<file path="src/rtl/lighthash_pkg.sv">
// ----------------------------------------------------------------------------
// lighthash_pkg
//
// Shared definitions for the light_hash_des byte-serial hash core:
//   - IV                 : initial chaining value and digest whitening mask
//   - SBOX               : 4-bit substitution table used by the Feistel round
//   - state_e            : controller states (ABSORB, FINAL, DONE)
//   - N_ROUNDS           : finalization round count
//   - helper functions   : nibble substitution, 16-bit rotate, finalization key
//
// Configuration macro: LIGHTHASH_ROUNDS16_EN
//   defined   -> 16 finalization rounds
//   undefined -> 8 finalization rounds
// ----------------------------------------------------------------------------
package lighthash_pkg;

    localparam logic [31:0] IV = 32'h6745_2301;

    // Entry n is the substitution for nibble value n.
    localparam logic [3:0] SBOX [16] = '{
        4'd14, 4'd4,  4'd13, 4'd1,  4'd2,  4'd15, 4'd11, 4'd8,
        4'd3,  4'd10, 4'd6,  4'd12, 4'd5,  4'd9,  4'd0,  4'd7
    };

    typedef enum logic [1:0] {
        ABSORB = 2'd0,
        FINAL  = 2'd1,
        DONE   = 2'd2
    } state_e;

`ifdef LIGHTHASH_ROUNDS16_EN
    localparam int unsigned N_ROUNDS = 16;
`else
    localparam int unsigned N_ROUNDS = 8;
`endif

    // Round index that completes finalization; the index counter is 4 bits,
    // which covers both the 8- and 16-round builds.
    localparam logic [3:0] LAST_ROUND = 4'(N_ROUNDS - 1);

    // Substitute each of the four nibbles independently.
    function automatic logic [15:0] sbox16(input logic [15:0] x);
        logic [15:0] y;
        y = '0;
        for (int n = 0; n < 4; n++) begin
            y[4*n +: 4] = SBOX[x[4*n +: 4]];
        end
        return y;
    endfunction

    function automatic logic [15:0] rotl16_3(input logic [15:0] x);
        return {x[12:0], x[15:13]};
    endfunction

    // Key for finalization round i: message length folded with a round
    // dependent constant so that every round, and every length, differs.
    function automatic logic [15:0] final_key(input logic [15:0] len16,
                                              input logic [3:0]  rnd);
        return len16 ^ {4'hC, rnd, 4'h3, rnd};
    endfunction

endpackage

</file>
<file path="src/rtl/lighthash_round.sv">
// ----------------------------------------------------------------------------
// lighthash_round
//
// One purely combinational DES-style 16-bit Feistel round.
//   s_in  [31:0] : state {L, R}
//   k     [15:0] : round key
//   s_out [31:0] : next state {R, L ^ f(R ^ k)}
// where f(x) = rotl16(sbox(x), 3).
// ----------------------------------------------------------------------------
module lighthash_round
    import lighthash_pkg::*;
(
    input  logic [31:0] s_in,
    input  logic [15:0] k,
    output logic [31:0] s_out
);

    logic [15:0] l_in;
    logic [15:0] r_in;
    logic [15:0] f;

    always_comb begin
        l_in  = s_in[31:16];
        r_in  = s_in[15:0];
        f     = rotl16_3(sbox16(r_in ^ k));
        s_out = {r_in, l_in ^ f};
    end

endmodule

</file>
<file path="src/rtl/light_hash_des.sv">
// ----------------------------------------------------------------------------
// light_hash_des
//
// Byte-serial 32-bit hash core built on a 16-bit Feistel round. Each accepted
// byte is absorbed with two chained rounds in a single cycle; once
// input_length bytes have arrived the core runs N_ROUNDS finalization rounds
// (one per cycle), then presents digest = state ^ IV with hash_ready held high.
// A byte strobe while the digest is presented starts a new message.
//
// Ports:
//   clk           in   1   clock, rising edge
//   rst_n         in   1   asynchronous active-low reset
//   M_valid       in   1   byte strobe (accepted in ABSORB and DONE)
//   M             in   8   message byte
//   input_length  in  64   message length in bytes, stable for the message
//   hash_ready    out  1   digest valid (level)
//   digest        out 32   hash result, held until the next one completes
//
// Configuration macro: LIGHTHASH_ROUNDS16_EN (16 finalization rounds when
// defined, 8 otherwise; absorb is unaffected).
// ----------------------------------------------------------------------------
module light_hash_des
    import lighthash_pkg::*;
(
    input  logic        clk,
    input  logic        rst_n,
    input  logic        M_valid,
    input  logic [7:0]  M,
    input  logic [63:0] input_length,
    output logic        hash_ready,
    output logic [31:0] digest
);

    // ------------------------------------------------------------------
    // State registers
    // ------------------------------------------------------------------
    state_e      state_q,  state_d;
    logic [31:0] s_q,      s_d;
    logic [63:0] cnt_q,    cnt_d;
    logic [3:0]  rnd_q,    rnd_d;
    logic        ready_q,  ready_d;
    logic [31:0] digest_q, digest_d;

    // ------------------------------------------------------------------
    // Absorb / finalization datapath
    // ------------------------------------------------------------------
    logic        restart;     // byte arriving while a digest is presented
    logic [31:0] abs_base;    // state the absorbed byte is mixed into
    logic [7:0]  abs_cnt8;    // low byte of the count for this byte
    logic [63:0] cnt_next;    // count after this byte is accepted
    logic [15:0] k0;
    logic [15:0] k1;
    logic [15:0] k_fin;
    logic [31:0] s_mid;
    logic [31:0] s_abs;
    logic [31:0] s_fin;

    // A new message started from DONE is absorbed against IV with count 0,
    // so the first byte of every message sees the same starting point
    // regardless of what was hashed before.
    always_comb begin
        restart  = (state_q == DONE);
        abs_base = restart ? IV : s_q;
        abs_cnt8 = restart ? 8'h00 : cnt_q[7:0];
        cnt_next = restart ? 64'd1 : (cnt_q + 64'd1);
        k0       = {M, abs_cnt8};
        k1       = {abs_cnt8 ^ 8'hA5, M};
        k_fin    = final_key(input_length[15:0], rnd_q);
    end

    lighthash_round u_round_abs0 (
        .s_in  (abs_base),
        .k     (k0),
        .s_out (s_mid)
    );

    lighthash_round u_round_abs1 (
        .s_in  (s_mid),
        .k     (k1),
        .s_out (s_abs)
    );

    lighthash_round u_round_fin (
        .s_in  (s_q),
        .k     (k_fin),
        .s_out (s_fin)
    );

    // ------------------------------------------------------------------
    // Next-state logic
    // ------------------------------------------------------------------
    always_comb begin
        // NOTE: every signal written here gets a default first; a branch that
        // forgot one would otherwise infer a latch.
        state_d  = state_q;
        s_d      = s_q;
        cnt_d    = cnt_q;
        rnd_d    = rnd_q;
        ready_d  = ready_q;
        digest_d = digest_q;

        case (state_q)
            ABSORB: begin
                if (M_valid) begin
                    s_d   = s_abs;
                    cnt_d = cnt_next;
                    if (cnt_next == input_length) begin
                        state_d = FINAL;
                        rnd_d   = 4'd0;
                    end
                end else if ((cnt_q == 64'd0) && (input_length == 64'd0)) begin
                    // Empty message: nothing to absorb, finalize straight away.
                    state_d = FINAL;
                    rnd_d   = 4'd0;
                end
            end

            FINAL: begin
                // Bytes arriving here are dropped on purpose; there is no
                // backpressure to hold them off.
                s_d   = s_fin;
                rnd_d = rnd_q + 4'd1;
                if (rnd_q == LAST_ROUND) begin
                    digest_d = s_fin ^ IV;
                    ready_d  = 1'b1;
                    state_d  = DONE;
                end
            end

            DONE: begin
                if (M_valid) begin
                    s_d     = s_abs;
                    cnt_d   = cnt_next;
                    ready_d = 1'b0;
                    rnd_d   = 4'd0;
                    state_d = (input_length == 64'd1) ? FINAL : ABSORB;
                end
            end

            default: begin
                state_d = ABSORB;
            end
        endcase
    end

    // ------------------------------------------------------------------
    // Registers
    // ------------------------------------------------------------------
    always_ff @(posedge clk or negedge rst_n) begin
        if (!rst_n) begin
            state_q  <= ABSORB;
            s_q      <= IV;
            cnt_q    <= 64'd0;
            rnd_q    <= 4'd0;
            ready_q  <= 1'b0;
            digest_q <= 32'h0;
        end else begin
            // NOTE: non-blocking assignments so every flop samples values
            // from before the edge, independent of statement order.
            state_q  <= state_d;
            s_q      <= s_d;
            cnt_q    <= cnt_d;
            rnd_q    <= rnd_d;
            ready_q  <= ready_d;
            digest_q <= digest_d;
        end
    end

    assign hash_ready = ready_q;
    assign digest     = digest_q;

endmodule

</file>
<file path="config.mk">
export PLATFORM = sky130hd
export DESIGN_NAME = light_hash_des
export DESIGN_NICKNAME = d
export VERILOG_FILES = /design/src/rtl/lighthash_pkg.sv /design/src/rtl/lighthash_round.sv /design/src/rtl/light_hash_des.sv
export SDC_FILE = /design/constraint.sdc
export NUM_CORES = 1
export LEC_CHECK = 0
export CAP_MARGIN = 20
export CORE_UTILIZATION = 30
export CTS_BUF_LIST = sky130_fd_sc_hd__clkbuf_8
export CTS_CLUSTER_SIZE = 12
export DETAILED_ROUTE_END_ITERATION = 10
export PLACE_DENSITY_LB_ADDON = 0.12
export SKIP_LAST_GASP = 1
export SLEW_MARGIN = 20
export SYNTH_ARGS = -nofsm -noshare
export SYNTH_HDL_FRONTEND = slang
export SYNTH_SLANG_ARGS = --single-unit
export TNS_END_PERCENT = 100
</file>
<file path="constraint.sdc">
create_clock -name clk -period 3.95 [get_ports clk]
set_clock_uncertainty 0.2 [all_clocks]
set_input_delay 0.5925 -clock clk [delete_from_list [all_inputs] [get_ports clk]]
set_output_delay 0.5925 -clock clk [all_outputs]
set_load 0.02 [all_outputs]
</file>
Word-level counts from Yosys, hierarchy flattened. Memory sizes are Yosys's and may differ from the RTL's. Cells that the tools add are included.

Memories kept: 12. Register bits: 135. RAM bits: 0. Memory bits (read-only): 768. Output and inout bits: 33. Latch bits: 0.

Reduce and logical (&&, ||, !) cells: 14. Bitwise operators: 21. Eq/ne operators: 10. Div/mod/pow operators: 0. Order comparisons: 12. Add/sub/neg operators: 2. Shifts and indexed selects: 0. Mux-type cells: 44. Multiply operators: 0.

Memories: (name not given) (depth 16, width 4, read ports 1, clocked after memory_dff 0, wr ports 0, RTL line lighthash_pkg.sv:46) `y[4*n +: 4] = SBOX[x[4*n +: 4]];`; (name not given) (depth 16, width 4, read ports 1, clocked after memory_dff 0, wr ports 0, RTL line lighthash_pkg.sv:46); (name not given) (depth 16, width 4, read ports 1, clocked after memory_dff 0, wr ports 0, RTL line lighthash_pkg.sv:46); (name not given) (depth 16, width 4, read ports 1, clocked after memory_dff 0, wr ports 0, RTL line lighthash_pkg.sv:46); (name not given) (depth 16, width 4, read ports 1, clocked after memory_dff 0, wr ports 0, RTL line lighthash_pkg.sv:46); (name not given) (depth 16, width 4, read ports 1, clocked after memory_dff 0, wr ports 0, RTL line lighthash_pkg.sv:46); +6 memories.

Operator list (count): $logic_not A64 Y1 (2); $mux W4 (28); $xor A16 B16 Y16 (7); $add A64 B1 Y64 const B (1); $eq A64 B1 Y1 const B (1); $eq A64 B64 Y1 (1); $mux W32 (2); $mux W64 (1); $pmux W32 S2 (1); $ge A5 B5 Y1 const B (12); $not A4 Y5 (12); $not A12 Y12 (1); $pmux W4 S3 (1); $mux W2 (5); $mux W8 (1); $reduce_and A4 Y1 (2); $ne A3 B3 Y1 const B (2); $pmux W2 S3 (1); $reduce_and A2 Y1 (3); $add A4 B1 Y4 const B (1); $eq A4 B3 Y1 const B (1); $ne A2 B2 Y1 const B (2); $not A4 Y4 (1); $reduce_bool A2 Y1 (2); other kinds (10) (12).

Depth between registers and ports, before layout. Gate-level depths: netlist of run 1.

Word-level depth: 16. Depth in mapped cells: 18.

Cells and area by module. Synthesis of run 1 repeated with hierarchy kept, for this count alone.

Cell total of the unflattened synthesis: 1671. Area, all modules: 13086.3 um2.

By module, submodules not included: light_hash_des (sequential area each 3393.3 um2, area each 9993.3 um2, cells each 1257, times used 1); lighthash_round (sequential area each 0.0 um2, area each 1031.0 um2, cells each 138, times used 3).

Least setup slack after synthesis of run 1. OpenSTA, ideal clock, no wires.

Path kind: reg2reg. Start point: reg state_q[1]. End point: reg s_q[9]. Path buffers: 2. Setup slack: 0.030 ns. Clock period less this slack: 3.920 ns. Library setup time: 0.087 ns. Stages on the path, launching flop included: 18. Required time: 3.663 ns. Data arrival time: 3.634 ns. Cells stage by stage: dfrtp_1 -> nor2b_1 -> buf_2 -> buf_6 -> nor2_1 -> inv_1 -> ha_1 -> o32ai_1 -> a31oi_1 -> xor2_1 -> xnor2_1 -> inv_1 -> ha_1 -> nor3_1 -> a31o_2 -> a31oi_1 -> nor4b_1 -> nor3_1.

Longest elaborated chain between the ends: 16. Elaborated cells between the ends (all ways): 27.

Ends and longest elaborated chain: start: declaration (RTL line light_hash_des.sv:37) `state_e state_q, state_d;`; start signal: assignment (RTL line light_hash_des.sv:160) `state_q <= state_d;`; $eq A2 B2 Y1 (RTL line light_hash_des.sv:62, light_hash_des.sv:102); $mux W32 / $mux W8 (equally long branches) (RTL line light_hash_des.sv:63, light_hash_des.sv:64); $xor A16 B16 Y16 (RTL line lighthash_round.sv:25) `f = rotl16_3(sbox16(r_in ^ k));`; $not A4 Y5 (not written as such) (RTL line lighthash_pkg.sv:46); $mem_v2 Z16 W4; $mux W4 (not written as such) (2 in a row) (RTL line lighthash_pkg.sv:46); $xor A16 B16 Y16 (RTL line lighthash_round.sv:26) `s_out = {r_in, l_in ^ f};`; $xor A16 B16 Y16 (RTL line lighthash_round.sv:25); $not A4 Y5 (not written as such) (RTL line lighthash_pkg.sv:46); $mem_v2 Z16 W4; $mux W4 (not written as such) (2 in a row) (RTL line lighthash_pkg.sv:46); $xor A16 B16 Y16 (RTL line lighthash_round.sv:26); $mux W32 (RTL line light_hash_des.sv:104, light_hash_des.sv:131); $pmux W32 S2 (RTL line light_hash_des.sv:102) `case (state_q)`; end signal: assignment (RTL line light_hash_des.sv:152) `s_q <= IV;`; end signal: assignment (RTL line light_hash_des.sv:161) `s_q <= s_d;`; end: declaration (RTL line light_hash_des.sv:38) `logic [31:0] s_q, s_d;`.

Parallel ways exist; a longest one is shown, timed or not. The select of a mux whose other input is x is not followed. A chain may end at the register's enable or synchronous reset.

Worst setup path after layout of run 1.
Start point: reg state_q[1]. End point: reg s_q[1].

Longest elaborated chain between the ends: 16. Elaborated cells between the ends (all ways): 28.

Ends and longest elaborated chain: $eq A2 B2 Y1 (RTL line light_hash_des.sv:62, light_hash_des.sv:102); $mux W32 (RTL line light_hash_des.sv:63) `abs_base = restart ? IV : s_q;`; $xor A16 B16 Y16 (RTL line lighthash_round.sv:25); $not A4 Y5 (not written as such) (RTL line lighthash_pkg.sv:46); $mem_v2 Z16 W4; $mux W4 (not written as such) (2 in a row) (RTL line lighthash_pkg.sv:46); $xor A16 B16 Y16 (RTL line lighthash_round.sv:26); $xor A16 B16 Y16 (RTL line lighthash_round.sv:25); $not A4 Y5 (not written as such) (RTL line lighthash_pkg.sv:46); $mem_v2 Z16 W4; $mux W4 (not written as such) (2 in a row) (RTL line lighthash_pkg.sv:46); $xor A16 B16 Y16 (RTL line lighthash_round.sv:26); $mux W32 (RTL line light_hash_des.sv:104, light_hash_des.sv:131); $pmux W32 S2 (RTL line light_hash_des.sv:102).

Parallel ways exist; a longest one is shown, timed or not. The select of a mux whose other input is x is not followed.

==> flow_summary_export.csv, run 1 <==
group,metric,value,unit
place,gp_congestion,0.951,
global_route,grt_pass1_wl,88700,µm
cells_and_area,nFillCells,4722,
setup_path,crit_chain,"nor2b_4, buf_4, or3_4, and2_1, ha_1, a21boi_1, o221a_2, xor3_1, inv_1, ha_1, inv_1, o2111ai_1, o31ai_2, or4_1, nand3_1, nand3_1",
sta,timing.final.ws_setup,0.149,ns
worst_hold_path,hold_class,"reg -> reg",
sta,worstMarginPinSlew,0.960,ns
cells_and_area,layout_common_cells,"buf_4 (261), nand2_1 (198), o21ai_0 (149)",
sta,finalSetupTns,0,ns
floorplan,fp.dieH,216,µm
clock_network,clk_pin_slew,0.10,ns
setup_path,critical_path.max_fanout,7,
drt,wl_per_cell,22.4,µm
pwr,p_leak,7.30,nW
yosys,synth_flop_cell,"dfrtp_1",
yosys,synth_seq_cells,135,
global_route,grtUsageTotal,25.4,%
sta,min_period_over_period,96.2,%
drt,num_vias,14700,
cells_and_area,layout-drive-gt1-share,21.5,%
floorplan,rows,78,
yosys,synth_area_per_cell,7.69,µm²
sta,hold_viol_final,0,
sta,fmax,0.263,GHz
sta,fin_crit,3.80,ns
cells_and_area,final_nets,2190,
global_route,grt_max_degree,80,
cells_and_area,antennaDiodeCount,0,
setup_path,startpoint_type,"flop",
floorplan,die_w,216,µm
yosys,ys_types,93,
yosys,yosys_warnings,0,
setup_path,worst_ep_arrival_time,4.05,ns
drt,wirelength,59600,µm
clock_network,root_buffer,"clkbuf_8",
clock_network,cts_tree,"yes",
drt,drc_errors,0,
clock_network,clock_latency,0.56,ns
yosys,synthCells,1791,
place,pre_cts_ws,-0.208,ns
place,port_buffers,107,
cells_and_area,syn_to_final_growth,30.7,%
floorplan,core_area,45400,µm²
pwr,max-vdd-ir-drop,567,µV
setup_path,worstPathRequired,4.20,ns
yosys,yosysSeqAreaShare,24.6,%
yosys,synth.largest_area_cell,"dfrtp_1",
sta,setup_viol,0,
status,status,"completed",
drt,drtPass1Iterations,6,
clock_network,cts.sinks,135,
setup_path,ff2ff_setup_slack,0.15,ns
cells_and_area,final_common_cell,"buf_4",
yosys,synth_area_leaders,"dfrtp_1 (22%), xnor2_1 (6.1%), ha_1 (5.7%)",
drt,via_per_inst,5.53,
setup_path,slowest_delay,0.43,ns
setup_path,path_class,"reg -> reg",
place,place_hpwl,45400,µm
drt,ant_nets,0,
clock_network,clk_path_buf_depth,2,
yosys,syn-num-nets,1929,
setup_path,critPathCaptureType,"flop",
global_route,first_global_vias,14000,
global_route,grt_antenna_before_repair,1,
flow_run,drv_cap,0,
pwr,finalPower,18.7,mW
floorplan,initial_core_util,30.4,%
yosys,ys_async_sr_fraction,100,%
clock_network,numCtsBuffers,17,
cells_and_area,fin_util,39.7,%
clock_network,htreeDepth,4,
global_route,grt-ovfl-total,0,
sta,max_slew_margin,36.0,%
pwr,p_per_area,1040,nW/µm²
sta,rsz0062_at_grt,"yes",
yosys,synth_top_area_share,22.3,%
drt,drt_iter0_drc,1090,
sta,drv_slew,0,
yosys,synth.cell_area,13800,µm²
yosys,synth_edf_count,0,
setup_path,cp_slowest_cell,"dfrtp_2",
floorplan,dieArea,46800,µm²
floorplan,io_pins,108,
-- critical path: cells and delay by family (launching register included) --
family / cells / cell delay [ns]
compound gates: 4 / 0.51
xor+xnor: 1 / 0.39
fa+ha+maj: 2 / 0.60
buf+inv: 3 / 0.28
flops: 1 / 0.43
simple gates: 6 / 1.27
-- Yosys cell counts, types with 7 or more instances --
master and instances:
nor3_1 88, xnor2_1 96, buf_4 9, o21a_1 9, xor2_1 52, or4_1 19, nand2_1 200, o211ai_1 13
and2_1 11, or3_1 28, a21o_1 11, nor2_1 134, a31oi_1 18, a211o_1 7, o32ai_1 10, a21oi_1 85
dfstp_2 12, a211oi_1 19, o31a_1 8, and4_1 13, and3_1 14, buf_1 13, nor4_2 8, o22ai_1 12
buf_2 28, nand2b_1 15, dfrtp_1 123, mux2i_1 51, ha_1 63, nor4_1 58, clkbuf_1 92, o31ai_1 7
nand3_1 48, mux2_2 12, o21ai_1 13, nand4_1 42, inv_1 54, o21ai_0 153
-- layout make-up --
type,instances,area (µm²),area share [%]
multi-input combinational,1457,9910,55.1
sequential,135,3410,18.9
timing repair buffer,386,3300,18.3
clock inverter,12,143,0.792
inverter,55,206,1.15
clock buffer,20,275,1.53
tap,600,751,4.17
-- final timing paths --
kind | start | to | cells past startpoint
max | state_q[1]$_DFFE_PN0P_ | s_q[1]$_DFFE_PN0P_ | 16
max reg2reg | state_q[1]$_DFFE_PN0P_ | s_q[1]$_DFFE_PN0P_ | 16
max in group asynchronous | rst_n | cnt_q[12]$_DFFE_PN0P_ | 3
min reg2reg | digest[25]$_DFFE_PN0P_ | digest[25]$_DFFE_PN0P_ | 2
min in group asynchronous | rst_n | cnt_q[42]$_DFFE_PN0P_ | 2
min | digest[25]$_DFFE_PN0P_ | digest[25]$_DFFE_PN0P_ | 2
-- timing repair --
item	CTS	global route
gates cloned	0	1
gates resized for setup	1	86
setup endpoints to repair	5	14
pin swaps	0	20
buffers inserted	2	15
hold buffers	1	0
hold endpoints to repair	40	0
-- where the power goes --
part           internal, mW  switching, mW  total (mW)  leakage (nW)
combinational          6.65           8.26        14.9          5.50
sequential             1.91          0.517        2.43          1.60
clock                 0.619          0.705        1.32         0.204
total                  9.19           9.48        18.7          7.30
-- logic make-up after synthesis --
logic type,synth area share (%)
AO/OA/AOI/OAI,20.4
XOR/XNOR,10.4
adder cells (fa/ha/maj),5.72
buffers and inverters,6.11
flip-flops,24.6
multiplexers,5.01
AND/OR/NAND/NOR,27.8
-- through the flow --
| step | instance area [µm²] | cells | hold slack [ns] |
|---|---|---|---|
| finish | 18000 | 2665 | 0.283 |
| global route | 18000 | 2665 | 0.316 |
| CTS | 17500 | 2649 | 0.290 |
| detailed placement | 17000 | 2614 | 0.269 |
| global placement | 17000 | 2614 | 0.262 |
| floorplan | 13800 | 1791 | 0.0969 |
-- registers in the layout (all words and copies together) (netlist names) --
signal	flops
hash_ready	1
s_q	32
digest	32
rnd_q	4
state_q	2
cnt_q	64
-- per-layer routing --
layer / global-route usage [%] / up-vias / wire [µm]
li1: - / 7056 / -
met1: 31.4 / 7125 / 25600
met2: 43.6 / 446 / 28900
met3: 4.04 / 109 / 2910
met4: 10.3 / 2 / 2300
met5: 0 / - / 12
No activity file was read; power rests on OpenSTA's default activity.
==> run 2: changes to the inputs <==
GPL_ROUTABILITY_DRIVEN = 0   (was unset)
==> flow_summary_export.csv, run 2 (synthesized netlist as in run 1, its figures left out) <==
group,metric,value,unit
setup_path,worst_ep_arrival_time,4.16,ns
drt,num_vias,14700,
drt,ant_nets,0,
pwr,p_sw,9.33,mW
floorplan,core_area,45400,µm²
setup_path,startpoint_type,"flop",
drt,wirelength,57600,µm
global_route,grtUsageTotal,24.6,%
setup_path,cp_num_buf_inv,3,
clock_network,numCtsBuffers,17,
cells_and_area,syn_to_final_growth,28.1,%
pwr,intPower,9.13,mW
place,port_buffers,107,
setup_path,r2r_start,"cnt_q[1]$_DFFE_PN0P_",
sta,min_period_over_period,98.9,%
pwr,p_per_area,1050,nW/µm²
sta,timing.final.ws_setup,0.0431,ns
place,dpl_cell_area,16900,µm²
setup_path,crit_chain,"ha_4, nand3_2, or4_4, buf_6, buf_4, o31a_1, o21ai_0, xor2_1, nand3_1, nor4_2, nand4_1, nor3_2, buf_4, o21ai_1",
setup_path,path_delay_family,"simple AND/OR/NAND/NOR gates",
cells_and_area,nFillCells,4742,
cells_and_area,fin_cells,2648,
pwr,p_leak,7.17,nW
setup_path,critPathCaptureType,"flop",
place,pre_cts_ws,-0.284,ns
sta,rsz0062_at_grt,"yes",
cells_and_area,top_register,"cnt_q",
cells_and_area,layout-drive-gt1-share,19.1,%
global_route,first_global_vias,14200,
sta,setup_viol,0,
cells_and_area,stdcell_area,17600,µm²
place,place_hpwl,44600,µm
cells_and_area,fin_util,38.9,%
sta,worstMarginPinSlew,0.851,ns
sta,fmax,0.256,GHz
drt,drc_errors,0,
floorplan,dieArea,46800,µm²
setup_path,slowest_delay,0.54,ns
cells_and_area,largest_reg_flops,64,
worst_hold_path,worst_hold_startpoint,"digest[31]$_DFFE_PN0P_",
clock_network,clk_pin_slew,0.09,ns
pwr,switching_share,50.5,%
worst_hold_path,hold_class,"reg -> reg",
cells_and_area,layout_common_cells,"buf_4 (254), nand2_1 (198), o21ai_0 (151)",
setup_path,path_class,"reg -> reg",
floorplan,io_pins,108,
floorplan,die_w,216,µm
drt,via_per_inst,5.56,
floorplan,rows,78,
drt,drt_iter0_drc,1189,
pwr,p_comb_share,79.5,%
pwr,pwr-share-seq,13.1,%
sta,max_slew_margin,43.3,%
place,placedCellCount,2604,
global_route,grt_pass1_wl,86900,µm
floorplan,initial_core_util,30.4,%
setup_path,cp_slowest_cell,"or4_4",
cells_and_area,final_common_cell,"buf_4",
flow_run,drv_cap,0,
clock_network,root_buffer,"clkbuf_8",
drt,drtPass1Iterations,5,
pwr,max-vdd-ir-drop,534,µV
clock_network,cts_tree,"yes",
cells_and_area,multi_input_area,9750,µm²
clock_network,htreeDepth,4,
pwr,p_clk_share,7.5,%
sta,hold_viol_final,0,
cells_and_area,regArea,3400,µm²
setup_path,critical_path.max_fanout,8,
clock_network,clk_path_buf_depth,2,
drt,wl_per_cell,21.7,µm
global_route,grt-ovfl-total,0,
cells_and_area,final_nets,2172,
global_route,grt_antenna_before_repair,1,
sta,drv_slew,0,
floorplan,fp.dieH,216,µm
status,status,"completed",
setup_path,cp_common_cell,"buf_4",
sta,fin_crit,3.91,ns
setup_path,worstPathRequired,4.20,ns
global_route,grt_max_degree,79,
clock_network,cts.sinks,135,
setup_path,cp-startpoint,"cnt_q[1]$_DFFE_PN0P_",
clock_network,clock_latency,0.59,ns
-- run 2: final timing paths --
| kind | endpoint | slack, ns | depth (start not counted) |
|---|---|---|---|
| worst max-delay path | rnd_q[1]$_DFFE_PN0P_ | 0.04 | 14 |
| worst min-delay path | digest[31]$_DFFE_PN0P_ | 0.28 | 2 |
| worst max register to register | rnd_q[1]$_DFFE_PN0P_ | 0.04 | 14 |
| worst min register to register | digest[31]$_DFFE_PN0P_ | 0.28 | 2 |
| max in group asynchronous | s_q[26]$_DFFE_PN1P_ | 2.24 | 3 |
| min in group asynchronous | cnt_q[34]$_DFFE_PN0P_ | 0.40 | 2 |
-- run 2: routing by layer --
metal | vias up | global-route usage, % | routed length [µm]
li1 | 7019 | - | -
met1 | 7060 | 30.4 | 24600
met2 | 524 | 41.6 | 27400
met3 | 122 | 4.45 | 3050
met4 | 0 | 10.7 | 2490
met5 | - | 0 | 0
-- run 2: final cells by class --
class	instances	share of cell area (%)
multi-input combinational	1457	55.3
sequential	135	19.3
timing repair buffer	368	17.5
tap	600	4.26
clock buffer	19	1.48
inverter	55	1.17
clock inverter	13	1.02
antenna	1	0.0142
-- run 2: repair_timing --
action	in CTS	in global routing
buffers inserted	0	9
pin swaps	0	11
setup endpoints to repair	5	18
resized for setup	1	36
cloned	0	1
hold endpoints to repair	71	0
hold buffers	1	0
-- run 2: tightest hold or removal path, delay by kind of cell (launching register included) --
kind,cells,cell delay [ns]
compound gates,1,0.06
flops,1,0.34
simple gates,1,0.05
-- run 2: power groups by stage --
stage	Clock (mW)	Combinational, mW	Sequential (mW)
final	1.38	14.7	2.41
after global placement	0	14.0	2.43
after detailed placement	0	14.2	2.44
after global routing	1.47	16.2	2.48
after CTS	1.43	14.3	2.41
after floorplan	0	9.54	2.41
-- run 2: through the flow --
step | hold slack [ns] | power (mW) | setup TNS, ns
5_1_grt | 0.307 | 20.1 | -0.315
2_1_floorplan | 0.0969 | 12.0 | 0
3_3_place_gp | 0.261 | 16.5 | -1.59
3_5_place_dp | 0.270 | 16.6 | -1.98
6_report | 0.282 | 18.5 | 0
4_1_cts | 0.289 | 18.1 | 0
==> run 3: changes to the inputs <==
CTS_CLUSTER_DIAMETER = 200   (was unset)
SYNTH_HIERARCHICAL = 1   (was unset)
TNS_END_PERCENT = 50   (was 100)
==> flow_summary_export.csv, run 3 <==
group,metric,value,unit
pwr,p_leak,6.91,nW
sta,max_slew_margin,36.5,%
drt,drt_iter0_drc,910,
cells_and_area,regArea,3400,µm²
floorplan,fp.dieH,211,µm
global_route,grt_max_degree,82,
drt,num_vias,13300,
sta,finalSetupTns,-0.0398,ns
clock_network,clock_latency,0.52,ns
setup_path,worst_ep_arrival_time,4.18,ns
pwr,max-vdd-ir-drop,643,µV
place,dpl_cell_area,16100,µm²
setup_path,worstPathRequired,4.16,ns
global_route,first_global_vias,12800,
place,port_buffers,107,
yosys,syn-num-nets,1773,
worst_hold_path,hold_class,"reg -> reg",
setup_path,critical_path.max_fanout,8,
yosys,ys_types,74,
global_route,grtUsageTotal,23.4,%
yosys,yosys_warnings,6,
yosys,synthCells,1671,
clock_network,clk_path_buf_depth,2,
yosys,ys_async_sr_fraction,100,%
global_route,grt_pass1_wl,77900,µm
place,place_hpwl,40000,µm
clock_network,clk_pin_slew,0.10,ns
yosys,synth.largest_area_cell,"dfrtp_1",
clock_network,cts_tree,"yes",
yosys,synth_commonest_cells,"nand2_1 (232), o21ai_0 (167), dfrtp_1 (123)",
clock_network,htreeDepth,4,
floorplan,rows,76,
status,violations,"negative setup slack",
cells_and_area,stdcell_area,17000,µm²
cells_and_area,final_common_cell,"buf_4",
floorplan,dieArea,44500,µm²
cells_and_area,fin_cells,2496,
cells_and_area,multi_input_area,9190,µm²
setup_path,critPathCaptureType,"flop",
setup_path,path_class,"reg -> reg",
yosys,synth_seq_cells,135,
yosys,synth_area_per_cell,7.83,µm²
global_route,grt_antenna_before_repair,0,
place,pre_cts_ws,-0.168,ns
sta,min_period_over_period,101,%
drt,drtPass1Iterations,5,
yosys,synth_edf_count,0,
floorplan,io_pins,108,
floorplan,initial_core_util,30.4,%
clock_network,numCtsBuffers,17,
setup_path,startpoint_type,"flop",
status,status,"complete, but fails checks",
clock_network,root_buffer,"clkbuf_8",
drt,via_per_inst,5.33,
yosys,yosysSeqAreaShare,25.9,%
cells_and_area,nFillCells,4425,
cells_and_area,largest_reg_flops,64,
sta,timing.final.ws_setup,-0.0200,ns
cells_and_area,layout-drive-gt1-share,22.7,%
cells_and_area,top_register,"cnt_q",
yosys,synth.cell_area,13100,µm²
drt,drc_errors,0,
cells_and_area,syn_to_final_growth,29.8,%
yosys,synth_top_area_share,23.5,%
sta,hold_viol_final,0,
sta,worstMarginPinSlew,0.953,ns
cells_and_area,layout_common_cells,"buf_4 (253), nand2_1 (230), o21ai_0 (159)",
drt,ant_nets,0,
floorplan,core_area,43100,µm²
sta,rsz0062_at_grt,"yes",
cells_and_area,fin_util,39.4,%
drt,wl_per_cell,20.5,µm
yosys,synth_flop_cell,"dfrtp_1",
clock_network,cts.sinks,135,
sta,timing.hold.ws,0.284,ns
global_route,grt-ovfl-total,0,
yosys,synth_most_common_cell,"nand2_1",
sta,setup_viol,3,
pwr,finalPower,15.5,mW
pwr,p_per_area,911,nW/µm²
drt,wirelength,51300,µm
flow_run,drv_cap,0,
yosys,synth_area_leaders,"dfrtp_1 (24%), nand2_1 (6.7%), o21ai_0 (6.4%)",
place,placedCellCount,2444,
sta,drv_slew,0,
floorplan,die_w,211,µm
sta,fmax,0.252,GHz
sta,fin_crit,3.97,ns
cells_and_area,final_nets,2000,
cells_and_area,antennaDiodeCount,0,
run 3: layout make-up:
type | count | area share, %
clock buffers | 17 | 1.38
clock inverters | 15 | 0.870
inverters | 39 | 0.862
multi-input cells | 1336 | 54.1
flip-flops and latches | 135 | 20.0
well taps | 585 | 4.31
repair buffers | 369 | 18.4
run 3: final timing paths:
check | from | to | slack, ns | depth (start not counted)
max | cnt_q[1]$_DFFE_PN0P_ | rnd_q[1]$_DFFE_PN0P_ | -0.02 | 14
min | digest[16]$_DFFE_PN0P_ | digest[16]$_DFFE_PN0P_ | 0.28 | 2
max reg2reg | cnt_q[1]$_DFFE_PN0P_ | rnd_q[1]$_DFFE_PN0P_ | -0.02 | 14
min reg2reg | digest[16]$_DFFE_PN0P_ | digest[16]$_DFFE_PN0P_ | 0.28 | 2
max in group asynchronous | rst_n | cnt_q[49]$_DFFE_PN0P_ | 2.25 | 3
min in group asynchronous | rst_n | digest[16]$_DFFE_PN0P_ | 0.48 | 2
run 3: cells by family after synthesis:
| family | Yosys count | share of synthesized area (%) |
|---|---|---|
| AND/OR/NAND/NOR | 682 | 27.2 |
| AO/OA/AOI/OAI | 375 | 18.1 |
| buffers and inverters | 200 | 7.44 |
| XOR/XNOR | 193 | 14.1 |
| flip-flops | 135 | 25.9 |
| multiplexers | 59 | 4.71 |
| adder cells (fa/ha/maj) | 27 | 2.58 |
run 3: power by group:
part	switching, mW	internal, mW
sequential	0.341	1.87
clock	0.694	0.510
combinational	6.61	5.46
total	7.64	7.83
run 3: repair_timing:
| item | CTS | global route |
|---|---|---|
| pin swaps | 5 | 28 |
| gates resized for setup | 12 | 49 |
| hold endpoints to repair | 45 | 0 |
| buffers inserted | 1 | 17 |
| endpoints found under the setup margin | 6 | 21 |
| cloned | 1 | 0 |
| hold buffers | 1 | 0 |
run 3: metal layers:
layer / up-vias / GRT usage [%] / wire (µm)
met4: 0 / 9.35 / 1850
met1: 6390 / 29.3 / 21800
met5: - / 0 / 0
met2: 413 / 40.0 / 24800
met3: 80 / 3.90 / 2760
li1: 6421 / - / -
run 3: worst max-delay path, cell delays in order, from the launching register on:
cell and delay, ns:
dfrtp_1 0.36, ha_2 0.19, nand4_1 0.15, or4_4 0.59, buf_12 0.18, buf_12 0.12, o31a_1 0.27, o21ai_0 0.19
xor2_1 0.31, nand2_1 0.09, a2111oi_0 0.39, nand4_1 0.33, nor4_4 0.22, buf_4 0.18, o21ai_1 0.07
